`config.mk`:
```
export PLATFORM = sky130hd
export DESIGN_NAME = sd_spi_responder_flat
export DESIGN_NICKNAME = d
export VERILOG_FILES = /design/src/rtl/sd_spi_responder_if.sv /design/src/rtl/sd_spi_responder.sv /design/src/flat_wrapper.sv
export SDC_FILE = /design/constraint.sdc
export NUM_CORES = 1
export LEC_CHECK = 0
export CAP_MARGIN = 0
export CORE_ASPECT_RATIO = 1.75
export CORE_MARGIN = 2
export CORE_UTILIZATION = 54
export DETAILED_ROUTE_END_ITERATION = 10
export PLACE_DENSITY = 0.76
export SLEW_MARGIN = 30
export SYNTH_ARGS = -nofsm -noshare
export SYNTH_HDL_FRONTEND = slang
export SYNTH_SLANG_ARGS = --single-unit
```
`constraint.sdc`:
```
create_clock -name clk -period 2.5 [get_ports clk]
set_input_delay 0.5 -clock clk [delete_from_list [all_inputs] [get_ports clk]]
set_output_delay 0.5 -clock clk [all_outputs]
set_load 0.005 [all_outputs]
```
`src/rtl/sd_spi_responder_if.sv`:
```
// SPI bus between an SD host controller (master) and the card (slave).
interface sd_spi_responder_if;
    logic sdCS;
    logic sdSCLK;
    logic sdMOSI;
    logic sdMISO;

    modport master (output sdCS, sdSCLK, sdMOSI, input sdMISO);
    modport slave  (input sdCS, sdSCLK, sdMOSI, output sdMISO);
endinterface

```
`src/rtl/sd_spi_responder.sv`:
```
// SPI-mode SD card emulator: decodes the boot command subset and serves
// 512-byte blocks from a byte-wide memory port.
module sd_spi_responder #(
    parameter int ADDR_WIDTH = 16,
    parameter int BUSY_BYTES = 4
) (
    input  logic                  clk,
    input  logic                  n_reset,
    sd_spi_responder_if.slave     spi,
    output logic [ADDR_WIDTH-1:0] mem_addr,
    output logic                  mem_rd,
    input  logic [7:0]            mem_rdata,
    output logic                  mem_we,
    output logic [7:0]            mem_wdata,
    output logic                  idle
);
    localparam int LBA_W = ADDR_WIDTH - 9;

    typedef enum logic [3:0] {
        WAIT_CMD, CMD_RX, RESP, RD_TOKEN, RD_DATA, RD_CRC,
        WR_TOKEN, WR_DATA, WR_CRC, WR_DRESP
    } state_t;
    typedef enum logic [1:0] {NX_IDLE, NX_READ, NX_WRITE} next_t;

    logic [1:0]            cs_s_q, sclk_s_q, mosi_s_q;
    logic                  cs_prev_q, sclk_prev_q;
    logic [2:0]            bitcnt_q;
    logic [7:0]            rx_q, tx_q, rdbuf_q, wbuf_q, wdata_q;
    logic                  miso_q;
    state_t                state_q;
    next_t                 nx_q;
    logic [5:0]            cmd_q;
    logic [31:0]           arg_q;
    logic [7:0]            cnt_q;
    logic [2:0]            rlen_q;
    logic [4:0][7:0]       rbuf_q;
    logic [8:0]            idx_q, widx_q;
    logic [LBA_W-1:0]      lba_q;
    logic                  app_q, idle_q, rd_q, rdpend_q, we_q, wpend_q;
    logic [ADDR_WIDTH-1:0] addr_q;

    logic       cs_hi, cs_fall, sclk_rise, sclk_fall, byte_done;
    logic [7:0] rx_d, r1_d;

    assign cs_hi     = cs_s_q[1];
    assign cs_fall   = cs_prev_q & ~cs_s_q[1];
    assign sclk_rise = ~sclk_prev_q & sclk_s_q[1];
    assign sclk_fall = sclk_prev_q & ~sclk_s_q[1];
    // CS high suppresses a byte that completes on the same clk
    assign byte_done = ~cs_hi & sclk_rise & (bitcnt_q == 3'd7);
    assign rx_d      = {rx_q[6:0], mosi_s_q[1]};
    assign r1_d      = {7'd0, idle_q};

    assign spi.sdMISO = miso_q;
    assign mem_addr   = addr_q;
    assign mem_rd     = rd_q;
    assign mem_we     = we_q;
    assign mem_wdata  = wdata_q;
    assign idle       = idle_q;

    always_ff @(posedge clk or negedge n_reset) begin
        if (!n_reset) begin
            cs_s_q      <= 2'b11;
            sclk_s_q    <= 2'b00;
            mosi_s_q    <= 2'b11;
            cs_prev_q   <= 1'b1;
            sclk_prev_q <= 1'b0;
        end else begin
            cs_s_q      <= {cs_s_q[0], spi.sdCS};
            sclk_s_q    <= {sclk_s_q[0], spi.sdSCLK};
            mosi_s_q    <= {mosi_s_q[0], spi.sdMOSI};
            cs_prev_q   <= cs_s_q[1];
            sclk_prev_q <= sclk_s_q[1];
        end
    end

    always_ff @(posedge clk or negedge n_reset) begin
        if (!n_reset) begin
            bitcnt_q <= '0;  rx_q    <= '0;      tx_q   <= 8'hFF;  miso_q  <= 1'b1;
            state_q  <= WAIT_CMD;                nx_q   <= NX_IDLE;
            cmd_q    <= '0;  arg_q   <= '0;      cnt_q  <= '0;     rlen_q  <= 3'd1;
            rbuf_q   <= '0;  idx_q   <= '0;      widx_q <= '0;     lba_q   <= '0;
            app_q    <= 1'b0; idle_q <= 1'b1;    rd_q   <= 1'b0;   rdpend_q <= 1'b0;
            we_q     <= 1'b0; wpend_q <= 1'b0;   addr_q <= '0;     wdata_q <= '0;
            rdbuf_q  <= '0;  wbuf_q  <= '0;
        end else begin
            rd_q     <= 1'b0;
            we_q     <= 1'b0;
            rdpend_q <= rd_q;
            if (rdpend_q) rdbuf_q <= mem_rdata;
            // the write strobe trails the completed byte by one register stage
            if (wpend_q && !cs_hi) begin
                we_q    <= 1'b1;
                addr_q  <= {lba_q, widx_q};
                wdata_q <= wbuf_q;
                wpend_q <= 1'b0;
            end

            if (cs_hi) begin
                bitcnt_q <= '0;
                miso_q   <= 1'b1;
                tx_q     <= 8'hFF;
                state_q  <= WAIT_CMD;
                cnt_q    <= '0;
                wpend_q  <= 1'b0;
            end else begin
                if (cs_fall)
                    miso_q <= tx_q[7];
                else if (sclk_fall)
                    miso_q <= tx_q[3'd7 - bitcnt_q];
                if (sclk_rise) begin
                    rx_q     <= rx_d;
                    bitcnt_q <= bitcnt_q + 3'd1;
                end
            end

            if (byte_done) begin
                tx_q <= 8'hFF;
                unique case (state_q)
                    WAIT_CMD: if (rx_d[7:6] == 2'b01) begin
                        cmd_q   <= rx_d[5:0];
                        cnt_q   <= '0;
                        state_q <= CMD_RX;
                    end
                    CMD_RX: if (cnt_q != 8'd4) begin
                        arg_q <= {arg_q[23:0], rx_d};
                        cnt_q <= cnt_q + 8'd1;
                    end else begin
                        // CRC byte done: build the response, NCR slot is 0xFF
                        state_q <= RESP;
                        cnt_q   <= '0;
                        nx_q    <= NX_IDLE;
                        rlen_q  <= 3'd1;
                        app_q   <= 1'b0;
                        rbuf_q  <= '0;
                        unique case (cmd_q)
                            6'd0:  begin idle_q <= 1'b1; rbuf_q[0] <= 8'h01; end
                            6'd8:  begin
                                rbuf_q[0] <= r1_d;
                                rbuf_q[3] <= arg_q[15:8];
                                rbuf_q[4] <= arg_q[7:0];
                                rlen_q    <= 3'd5;
                            end
                            6'd55: begin app_q <= 1'b1; rbuf_q[0] <= r1_d; end
                            6'd41: if (app_q) idle_q <= 1'b0;
                                   else rbuf_q[0] <= r1_d | 8'h04;
                            6'd58: begin
                                rbuf_q <= {8'h00, 8'h80, 8'hFF, 8'hC0, r1_d};
                                rlen_q <= 3'd5;
                            end
                            6'd16: rbuf_q[0] <= r1_d;
                            6'd17, 6'd24: begin
                                if (idle_q)
                                    rbuf_q[0] <= 8'h05;
                                else if (arg_q[31:LBA_W] != '0)
                                    rbuf_q[0] <= 8'h40;
                                else begin
                                    lba_q <= arg_q[LBA_W-1:0];
                                    nx_q  <= (cmd_q == 6'd17) ? NX_READ : NX_WRITE;
                                end
                            end
                            default: rbuf_q[0] <= r1_d | 8'h04;
                        endcase
                    end
                    RESP: if (cnt_q[2:0] < rlen_q) begin
                        tx_q  <= rbuf_q[cnt_q[2:0]];
                        cnt_q <= cnt_q + 8'd1;
                    end else begin
                        cnt_q <= '0;
                        unique case (nx_q)
                            NX_READ:  state_q <= RD_TOKEN;
                            NX_WRITE: state_q <= WR_TOKEN;
                            default:  state_q <= WAIT_CMD;
                        endcase
                    end
                    RD_TOKEN: begin
                        tx_q    <= 8'hFE;
                        idx_q   <= '0;
                        rd_q    <= 1'b1;
                        addr_q  <= {lba_q, 9'd0};
                        state_q <= RD_DATA;
                    end
                    // each slot loads the buffered byte and prefetches the next
                    RD_DATA: begin
                        tx_q <= rdbuf_q;
                        if (idx_q == 9'd511) begin
                            cnt_q   <= '0;
                            state_q <= RD_CRC;
                        end else begin
                            idx_q  <= idx_q + 9'd1;
                            rd_q   <= 1'b1;
                            addr_q <= {lba_q, idx_q + 9'd1};
                        end
                    end
                    RD_CRC: if (cnt_q == 8'd2) state_q <= WAIT_CMD;
                            else cnt_q <= cnt_q + 8'd1;
                    WR_TOKEN: if (rx_d == 8'hFE) begin
                        idx_q   <= '0;
                        state_q <= WR_DATA;
                    end
                    WR_DATA: begin
                        wbuf_q  <= rx_d;
                        widx_q  <= idx_q;
                        wpend_q <= 1'b1;
                        if (idx_q == 9'd511) begin
                            cnt_q   <= '0;
                            state_q <= WR_CRC;
                        end else
                            idx_q <= idx_q + 9'd1;
                    end
                    WR_CRC: if (cnt_q == 8'd1) begin
                        tx_q    <= 8'h05;
                        cnt_q   <= '0;
                        state_q <= WR_DRESP;
                    end else
                        cnt_q <= cnt_q + 8'd1;
                    WR_DRESP: if (cnt_q < 8'(BUSY_BYTES)) begin
                        tx_q  <= 8'h00;
                        cnt_q <= cnt_q + 8'd1;
                    end else
                        state_q <= WAIT_CMD;
                    default: state_q <= WAIT_CMD;
                endcase
            end
        end
    end
endmodule

```
`src/flat_wrapper.sv`:
```
// flat-port wrapper written by rule: the top's interface ports become plain ports
module sd_spi_responder_flat 
#(
    parameter int ADDR_WIDTH = 16,
    parameter int BUSY_BYTES = 4
)
  (clk, n_reset, mem_addr, mem_rd, mem_rdata, mem_we, mem_wdata, idle, spi_sdCS, spi_sdSCLK, spi_sdMOSI, spi_sdMISO);
  sd_spi_responder_if spi_i ();
  input  logic clk;
  input  logic n_reset;
  output logic [ADDR_WIDTH-1:0] mem_addr;
  output logic mem_rd;
  input  logic [7:0] mem_rdata;
  output logic mem_we;
  output logic [7:0] mem_wdata;
  output logic idle;
  input wire logic [$bits(spi_i.sdCS)-1:0] spi_sdCS;
  input wire logic [$bits(spi_i.sdSCLK)-1:0] spi_sdSCLK;
  input wire logic [$bits(spi_i.sdMOSI)-1:0] spi_sdMOSI;
  output wire logic [$bits(spi_i.sdMISO)-1:0] spi_sdMISO;
  assign spi_i.sdCS = spi_sdCS;
  assign spi_i.sdSCLK = spi_sdSCLK;
  assign spi_i.sdMOSI = spi_sdMOSI;
  assign spi_sdMISO = spi_i.sdMISO;
  sd_spi_responder #(.ADDR_WIDTH(ADDR_WIDTH), .BUSY_BYTES(BUSY_BYTES)) u_core (.clk(clk), .n_reset(n_reset), .spi(spi_i), .mem_addr(mem_addr), .mem_rd(mem_rd), .mem_rdata(mem_rdata), .mem_we(mem_we), .mem_wdata(mem_wdata), .idle(idle));
endmodule
```
Word level (Yosys, flattened, before mapping)
Index checks and enable logic that the tools add are counted.
- input port bits: 13
- word-level logic and storage cells: 169
- flip-flop bits (word level): 193
- output and inout bits: 28
- bitwise gates (word level): 11
- reduce and logical (&&, ||, !) cells: 22
- magnitude comparators: 4
- add/subtract/negate cells: 4
- equality and inequality tests: 28
- mux-type cells: 67
- operator list (cell ; number):
    two-way mux 8 bit ; 16
    two-way mux 16 bit ; 4
    one-hot mux 16 bit (2 select lines) ; 2
    one-hot mux 8 bit (7 select lines) ; 1
    two-way mux 4 bit ; 11
    one-hot mux 4 bit (10 select lines) ; 1
    one-hot mux 8 bit (5 select lines) ; 1
    one-hot mux 8 bit (4 select lines) ; 1
    one-hot mux 9 bit (3 select lines) ; 1
    nonzero test 25 bit ; 1
    binary-select mux 8 bit (select 3 bit) ; 1
    == test 6 x 5 -> 1 bit (second input constant) ; 3
    == test 6 bit (second input constant) ; 3
    two-way mux 9 bit ; 2
    == test 4 x 3 -> 1 bit (second input constant) ; 4
    two-way mux 1 bit ; 13
    two-way mux 3 bit ; 4
    adder 9 x 1 -> 9 bit (second input constant) ; 1
    == test 9 bit (second input constant) ; 1
    AND reduction 3 bit ; 3
    adder 8 x 1 -> 8 bit (second input constant) ; 1
    == test 4 x 2 -> 1 bit (second input constant) ; 2
    == test 4 bit (second input constant) ; 2
    == test 8 x 1 -> 1 bit (second input constant) ; 1
    other kinds (34) ; 56

Logic depth before layout (Yosys ltp)
Gate-level depths: netlist of run 1.
- depth after elaboration: 6
- depth in mapped cells: 11
- mapped depth without buffers: 10

Least setup slack after synthesis of run 1
Ideal clock, no wire load.
- path kind: reg2reg
- start point: register u_core.idx_q[0]
- end point: register u_core.addr_q[10] (netlist: u_core.mem_addr[10])
- arrival time: 2.584 ns
- slack: -0.209 ns
- buffers on the path: 0
- clock period less this slack: 2.709 ns
- stages on the path, launching flop included: 11
- setup time: 0.125 ns
- required time: 2.375 ns
- path through: dfrtp_1 ha_1 and3_1 and3_1 and3_1 ha_1 nor3_1 mux2i_1 nor3_2 nor2_1 mux2_2
- cells in the longest elaborated chain, start to end: 4
- RTL lines (what ; RTL line ; RTL):
    start, declared ; sd_spi_responder.sv:37 ; logic [8:0] idx_q, widx_q;
    start signal, assigned ; sd_spi_responder.sv:190 ; idx_q <= idx_q + 9'd1;
    start signal, assigned ; sd_spi_responder.sv:209 ; idx_q <= idx_q + 9'd1;
    == test 9 bit ; sd_spi_responder.sv:186 ; if (idx_q == 9'd511) begin
    two-way mux 16 bit ; sd_spi_responder.sv:186 ;
    one-hot mux 16 bit (2 select lines) ; sd_spi_responder.sv:119 ; unique case (state_q)
    two-way mux 16 bit ; sd_spi_responder.sv:117 ; if (byte_done) begin
    end signal, assigned ; sd_spi_responder.sv:94 ; addr_q <= {lba_q, widx_q};
    end signal, assigned ; sd_spi_responder.sv:180 ; addr_q <= {lba_q, 9'd0};
    end signal, assigned ; sd_spi_responder.sv:192 ; addr_q <= {lba_q, idx_q + 9'd1};
    end, declared ; sd_spi_responder.sv:40 ; logic [ADDR_WIDTH-1:0] addr_q;
No other way between the ends.
A chain may end at the register's enable or synchronous reset.

Worst setup path in the final report of run 1
- start point: register u_core.idx_q[0]
- end point: register u_core.cnt_q[3]
- cells in the longest elaborated chain, start to end: 4
- RTL lines (what ; RTL line ; RTL):
    == test 9 bit ; sd_spi_responder.sv:186, sd_spi_responder.sv:205 ;
    two-way mux 8 bit ; sd_spi_responder.sv:186, sd_spi_responder.sv:205 ;
    one-hot mux 8 bit (7 select lines) ; sd_spi_responder.sv:119 ;
    two-way mux 8 bit ; sd_spi_responder.sv:117 ;
    end signal, assigned ; sd_spi_responder.sv:127 ; cnt_q <= cnt_q + 8'd1;
    end signal, assigned ; sd_spi_responder.sv:196 ; else cnt_q <= cnt_q + 8'd1;
    end signal, assigned ; sd_spi_responder.sv:216 ; cnt_q <= cnt_q + 8'd1;
    end, declared ; sd_spi_responder.sv:34 ; logic [7:0] cnt_q;
No other way between the ends.

==> results of run 1 <==
metal layers:
metal	part of all wire, %	GRT usage, %	vias up
met5	0	0	-
met4	2.3	8.273	0
met3	3.8	4.716	38
met2	54	42.93	177
met1	40	28.27	3115
li1	-	-	2792
metrics by stage:
step | worst slack (ps) | utilization, % | cells
after floorplan | 5.173 | - | 726
after global placement | 110.2 | 61.08 | 954
after detailed placement | 20.32 | 61.08 | 954
after CTS | 8.223 | 65.24 | 988
after global routing | -48.53 | 66.14 | 995
final | 43.84 | 66.14 | 995
worst max path at each step:
stage | startpoint | cells past startpoint | end
after global placement | u_core.idx_q[1]$_DFFE_PN0P_ | 10 | u_core.cnt_q[6]$_DFF_PN0_
after detailed placement | u_core.idx_q[0]$_DFFE_PN0P_ | 10 | u_core.cnt_q[3]$_DFF_PN0_
after global routing | u_core.idx_q[0]$_DFFE_PN0P_ | 10 | u_core.cnt_q[3]$_DFF_PN0_
final | u_core.idx_q[0]$_DFFE_PN0P_ | 10 | u_core.cnt_q[3]$_DFF_PN0_
after CTS | u_core.idx_q[0]$_DFFE_PN0P_ | 10 | u_core.mem_addr[9]$_DFF_PN0_
after floorplan | u_core.idx_q[0]$_DFFE_PN0P_ | 10 | u_core.cnt_q[6]$_DFF_PN0_
logic make-up after synthesis:
group | share of synthesized area, %
and+or+nand+nor | 14.59
DFF | 52.27
AOI/OAI and AO/OA | 11.81
buffers and inverters | 3.013
muxes | 15.54
xor gates and xnor gates | 0.9587
adders and majority gates | 1.826
repair_timing:
item | 4_1_cts | 5_1_grt
setup endpoints to repair | 6 | 17
pin swaps | 1 | 7
buffers inserted | 2 | 7
gates resized for setup | 0 | 15
placed cells by master, fill, tap and decap left out, drive strengths merged, types with 6 or more instances in the layout:
master	n
clkbuf	19
ha	12
o31ai	8
mux2	94
nand2	71
nand2b	18
a21o	6
clkdlybuf4s50	39
o221ai	6
nor2	38
dfrtp	156
clkinv	6
a31oi	8
a21oi	18
o21ai	34
nor4	10
mux2i	17
dfstp	15
o22ai	13
xnor2	6
and3	9
buf	49
nor3	20
nand3	27
inv	29
o311ai	6
worst reg2reg max path: stages, from the launching register on:
cell	delay (ps)
dfrtp_1	360
ha_2	180
and3_4	180
and3_4	200
and3_4	220
ha_4	140
inv_2	40
o211a_1	100
or4_4	440
o21ai_4	300
o221ai_2	150
cell type report:
class / instances / area (um2)
clock inverters: 13 / 151.4
fillers: 1086 / 5050
inverters: 23 / 86.33
flip-flops and latches: 171 / 4298
well taps: 183 / 229.0
multi-input cells: 498 / 3807
clock buffers: 19 / 452.9
repair buffers: 88 / 837.1
sequential cells by signal (all words and copies together), names as in the netlist, 2 cells and up:
signal and flops:
u_core.rbuf_q 20, u_core.wbuf_q 8, u_core.state_q 4, u_core.arg_q 32
u_core.rdbuf_q 8, u_core.mosi_s_q 2, u_core.rx_q 7, u_core.tx_q 8
u_core.sclk_s_q 2, u_core.nx_q 2, u_core.cs_s_q 2, u_core.mem_addr 16
u_core.idx_q 9, u_core.bitcnt_q 3, u_core.cnt_q 8, u_core.mem_wdata 8
u_core.widx_q 9, u_core.cmd_q 6, u_core.lba_q 7
power groups by stage:
stage | Combinational, mW | Clock (mW) | Sequential, mW
after floorplan | 0.104 | 0 | 2.93
after global placement | 0.208 | 0 | 2.96
after detailed placement | 0.216 | 0 | 2.97
after CTS | 0.218 | 2.69 | 2.92
after global routing | 0.237 | 2.82 | 2.92
final | 0.215 | 2.66 | 2.92
==> impl_metrics.json, run 1 <==
{
  "status": "finished, final reports clean",
  "insertion_delay_ps": 430,
  "drv_slew": 0,
  "first_pass_iters": 5,
  "whs_ps": 63.18,
  "reg2reg_to": "u_core.cnt_q[3]$_DFF_PN0_",
  "p_seq_share_pct": 50.4,
  "io_pins": 41,
  "ys_top_cells_by_count": "156 x dfrtp_1, 87 x mux2_2, 71 x nand2_1",
  "die_x_um": 97.28,
  "combPwrFrac_pct": 3.7,
  "yosysSeqAreaShare_pct": 52.27,
  "synth_area_leaders": "dfrtp_1 47%, mux2_2 12%, dfstp_2 4.8%, nand2_1 3.2%, mux2i_1 2.1%",
  "antenna_found_initial": 0,
  "via_per_inst": 6.153,
  "first_iter_violations": 382,
  "max_freq_ghz": 0.4071,
  "relSlewSlack_pct": 51.88,
  "p_sw_mw": 1.397,
  "initial_core_util_pct": 55.14,
  "diodes": 0,
  "ys_types": 76,
  "grt_overflow": 0,
  "p_int_mw": 4.396,
  "power_mw": 5.793,
  "grt_use_total_pct": 23.81,
  "die-area_mm2": 0.01627,
  "routed_wl_mm": 18.92,
  "synth_area_mm2": 0.008223,
  "finalInstanceArea_mm2": 0.009862,
  "p_clk_share_pct": 45.9,
  "die_h_um": 167.2,
  "synth_seq_cells": 171,
  "start_kind": "register",
  "drc": 0,
  "power_density_mw_per_mm2": 587.4,
  "synth_area_per_cell_um2": 11.33,
  "reg2reg_from": "u_core.idx_q[0]$_DFFE_PN0P_",
  "synthFlopType": "dfrtp_1",
  "cpLargestDelayFamily": "simple AND/OR/NAND/NOR gates",
  "final.setup_skew_ps": 9.955,
  "final.period_utilization_pct": 98.25,
  "vias": 6122,
  "drtAntennaViolNets": 0,
  "swShare_pct": 24.11,
  "ctsHoldBuffers": 0,
  "crit_path_end_kind": "register",
  "path_clk_slew_ps": 70,
  "grt_pass1_wl_mm": 31.73,
  "period_needed_ps": 2456,
  "async_reset_ff_share_pct": 100.0,
  "hold_viol_final": 0,
  "worstMarginPinSlew_ps": 717.1,
  "maxCapViolations": 0,
  "crit_chain": "ha_2 -> and3_4 -> and3_4 -> and3_4 -> ha_4 -> inv_2 -> o211a_1 -> or4_4 -> o21ai_4 -> o221ai_2",
  "grt_max_degree": 63,
  "cts_tree": "yes",
  "numCtsBuffers": 17,
  "drive_above_1_share_pct": 27.96,
  "reg2reg_slack_ps": 40,
  "cp_data_arrival_time_ps": 2740,
  "wire_per_inst_um": 19.02,
  "cpPeakStageDelay_ps": 440,
  "synth_fp_nets": 751,
  "slowest_stage": "or4_4",
  "crit_buf_inv": 1,
  "h-tree-depth": 4,
  "place_area_mm2": 0.009109,
  "hold_class": "in2async",
  "dpl.hpwl_mm": 12.96,
  "setup_violations": 0,
  "clk_path_buf_depth": 2,
  "peakVddDrop_v": 0.0004379,
  "fin_setup_tns_ps": 0,
  "clock-root-buffer": "clkbuf_16",
  "cp.required_ps": 2780,
  "synth_top_area_cell": "dfrtp_1",
  "rsz0062_at_grt": "true",
  "row_count": 59,
  "grt_pass1_vias": 6337,
  "critPathMaxFanout": 7,
  "synth_warnings": 0,
  "area_growth_pct": 19.93,
  "core_mm2": 0.01491,
  "layout.nets": 824,
  "syn-instance-count": 726,
  "reg2regPathDepth": 10,
  "worst_path_most_repeated_cell": "and3_4",
  "synth_most_common_cell": "dfrtp_1",
  "synth_edf_count": 0,
  "power.leakage_nw": 4.528,
  "synth_top_area_share_pct": 47.47,
  "port_buffers": 40,
  "path_class": "reg2reg",
  "cts.sinks": 171,
  "gp_congestion": 0.9294
}
Note: power is estimated with default switching activity, not from simulation.
==> run 2: changes to the inputs <==
==> constraint.sdc (replaced) <==
create_clock -name clk -period 2.5 [get_ports clk]
set_input_delay 0.25 -clock clk [delete_from_list [all_inputs] [get_ports clk]]
set_output_delay 0.25 -clock clk [all_outputs]
set_load 0.005 [all_outputs]
==> run 2 against run 1 <==
Effect of this change: count of clock-buffer cells in the layout fell by 2; sequential share of layout area rose by 0.26 points; non-clock buffer count fell by 5; via count down 1.1%; register-to-register slack gained 40 ps; maximum frequency grew 1.7%; hold slack gained 160 ps; critical path depth did not move; largest power group unchanged; total power down 0.55%; die area unchanged; combinational power down 2%.
==> impl_metrics.json, run 2 (synthesized netlist as in run 1, its figures left out) <==
{
  "cts_tree": "yes",
  "first_pass_iters": 5,
  "routed_wl_mm": 18.58,
  "core_mm2": 0.01491,
  "antenna_found_initial": 0,
  "path_clk_slew_ps": 70,
  "grt_max_degree": 75,
  "critPathLaunch": "u_core.idx_q[1]$_DFFE_PN0P_",
  "grt_pass1_wl_mm": 31.58,
  "vias": 6056,
  "hold_class": "in2reg",
  "drc": 0,
  "insertion_delay_ps": 430,
  "clk_path_buf_depth": 2,
  "area_growth_pct": 19.22,
  "port_buffers": 40,
  "status": "finished, final reports clean",
  "clock-root-buffer": "clkbuf_16",
  "die_x_um": 97.28,
  "setup_violations": 0,
  "cp.required_ps": 2780,
  "regMostFlops": "u_core.arg_q",
  "final_common_cell": "dfrtp_1",
  "final_cell_mix": "156 x dfrtp_1, 83 x mux2_2, 71 x nand2_1",
  "critPathMaxFanout": 7,
  "maxCapViolations": 0,
  "relSlewSlack_pct": 52.91,
  "io_pins": 41,
  "drtAntennaViolNets": 0,
  "final.period_utilization_pct": 96.61,
  "worst_path_most_repeated_cell": "and3_4",
  "grt_overflow": 0,
  "crit_cells": 10,
  "initial_core_util_pct": 55.14,
  "crit_chain": "ha_2 -> and3_4 -> and3_4 -> and3_4 -> ha_4 -> inv_1 -> o211a_1 -> or4_4 -> o21ai_4 -> mux2i_1",
  "dpl.hpwl_mm": 12.94,
  "drv_slew": 0,
  "numCtsBuffers": 17,
  "finalInstanceArea_mm2": 0.009803,
  "wire_per_inst_um": 18.77,
  "reg2regPathDepth": 10,
  "crit_path_end_kind": "register",
  "max_freq_ghz": 0.4140,
  "gp_congestion": 0.9094,
  "largest_reg_flops": 32,
  "reg2reg_slack_ps": 80,
  "power_density_mw_per_mm2": 587.7,
  "h-tree-depth": 4,
  "timing.critical_path.to": "u_core.cnt_q[0]$_DFF_PN0_",
  "hold_viol_final": 0,
  "start_kind": "register",
  "crit_buf_inv": 1,
  "via_per_inst": 6.117,
  "reg2reg_to": "u_core.cnt_q[0]$_DFF_PN0_",
  "grt_pass1_vias": 6417,
  "die_h_um": 167.2,
  "path_class": "reg2reg",
  "row_count": 59,
  "cp_data_arrival_time_ps": 2700,
  "min_path_cells": 1,
  "place_area_mm2": 0.009084,
  "peakVddDrop_v": 0.0005438,
  "worstMarginPinSlew_ps": 696.5,
  "cts.sinks": 171,
  "slowest_stage": "or4_4",
  "power.leakage_nw": 4.484,
  "first_iter_violations": 463,
  "cpLargestDelayFamily": "simple AND/OR/NAND/NOR gates",
  "drive_above_1_share_pct": 27.14,
  "die-area_mm2": 0.01627,
  "layout.nets": 819,
  "grt_use_total_pct": 23.74,
  "final.setup_skew_ps": 14.06,
  "cpPeakStageDelay_ps": 440,
  "power_mw": 5.761,
  "diodes": 0,
  "reg2reg_from": "u_core.idx_q[1]$_DFFE_PN0P_",
  "period_needed_ps": 2415
}
run 2: area by class of cell:
type / count / area [um2]
clock inverter: 15 / 171.4
tap: 183 / 229.0
sequential: 171 / 4298
inverter: 23 / 86.33
clock buffer: 17 / 425.4
timing repair buffer: 83 / 777.0
multi-input combinational: 498 / 3816
fill: 1115 / 5109
run 2: worst reg2reg max path: cells and delay by family, from the launching register on:
| kind | cells | cell delay, ps |
|---|---|---|
| AOI/OAI and AO/OA | 2 | 380 |
| muxes | 1 | 130 |
| DFF | 1 | 350 |
| adders and majority gates | 2 | 340 |
| buffers and inverters | 1 | 50 |
| and+or+nand+nor | 4 | 1020 |
run 2: worst min-delay path by stage:
| stage | from | endpoint | slack [ps] |
|---|---|---|---|
| finish | spi_sdCS | u_core.cs_s_q[0]$_DFF_PN1_ | 230 |
| global route | spi_sdCS | u_core.cs_s_q[0]$_DFF_PN1_ | 240 |
| CTS | spi_sdMOSI | u_core.mosi_s_q[0]$_DFF_PN1_ | 220 |
| detailed placement | n_reset | u_core.rdbuf_q[3]$_DFFE_PN0P_ | 320 |
| global placement | n_reset | u_core.rdbuf_q[3]$_DFFE_PN0P_ | 310 |
| floorplan | n_reset | u_core.app_q$_DFFE_PN0P_ | -50 |
run 2: power by group:
| part | total [mW] | switching (mW) | leakage (nW) | internal [mW] |
|---|---|---|---|---|
| clock network | 2.64 | 1.29 | 0.291 | 1.35 |
| logic | 0.210 | 0.113 | 1.87 | 0.0960 |
| registers | 2.91 | 0.0894 | 2.32 | 2.82 |
run 2: repair_timing:
item | in CTS | in global routing
resized for setup | 0 | 13
endpoints found under the hold margin | 61 | 0
buffers inserted | 0 | 3
endpoints found under the setup margin | 0 | 16
hold buffers | 1 | 0
run 2: per-stage QoR:
stage | setup TNS, ps | util, % | cells | hold slack, ps | setup WS (ps)
6_report | 0 | 65.74 | 990 | 227.4 | 84.78
3_3_place_gp | 0 | 60.92 | 954 | 305.6 | 104.7
4_1_cts | 0 | 64.99 | 987 | 218.4 | 10.62
3_5_place_dp | 0 | 60.92 | 954 | 318.3 | 11.87
5_1_grt | -137.3 | 65.74 | 990 | 235.8 | -52.77
2_1_floorplan | 0 | - | 726 | -45.59 | 5.173
run 2: metal layers:
layer	vias to the layer above	track usage [%]	part of all wire (%)
met1	3058	27.80	40
met2	167	42.27	53
met5	-	0	0
li1	2778	-	-
met4	0	10.39	3.3
met3	53	4.508	3.9
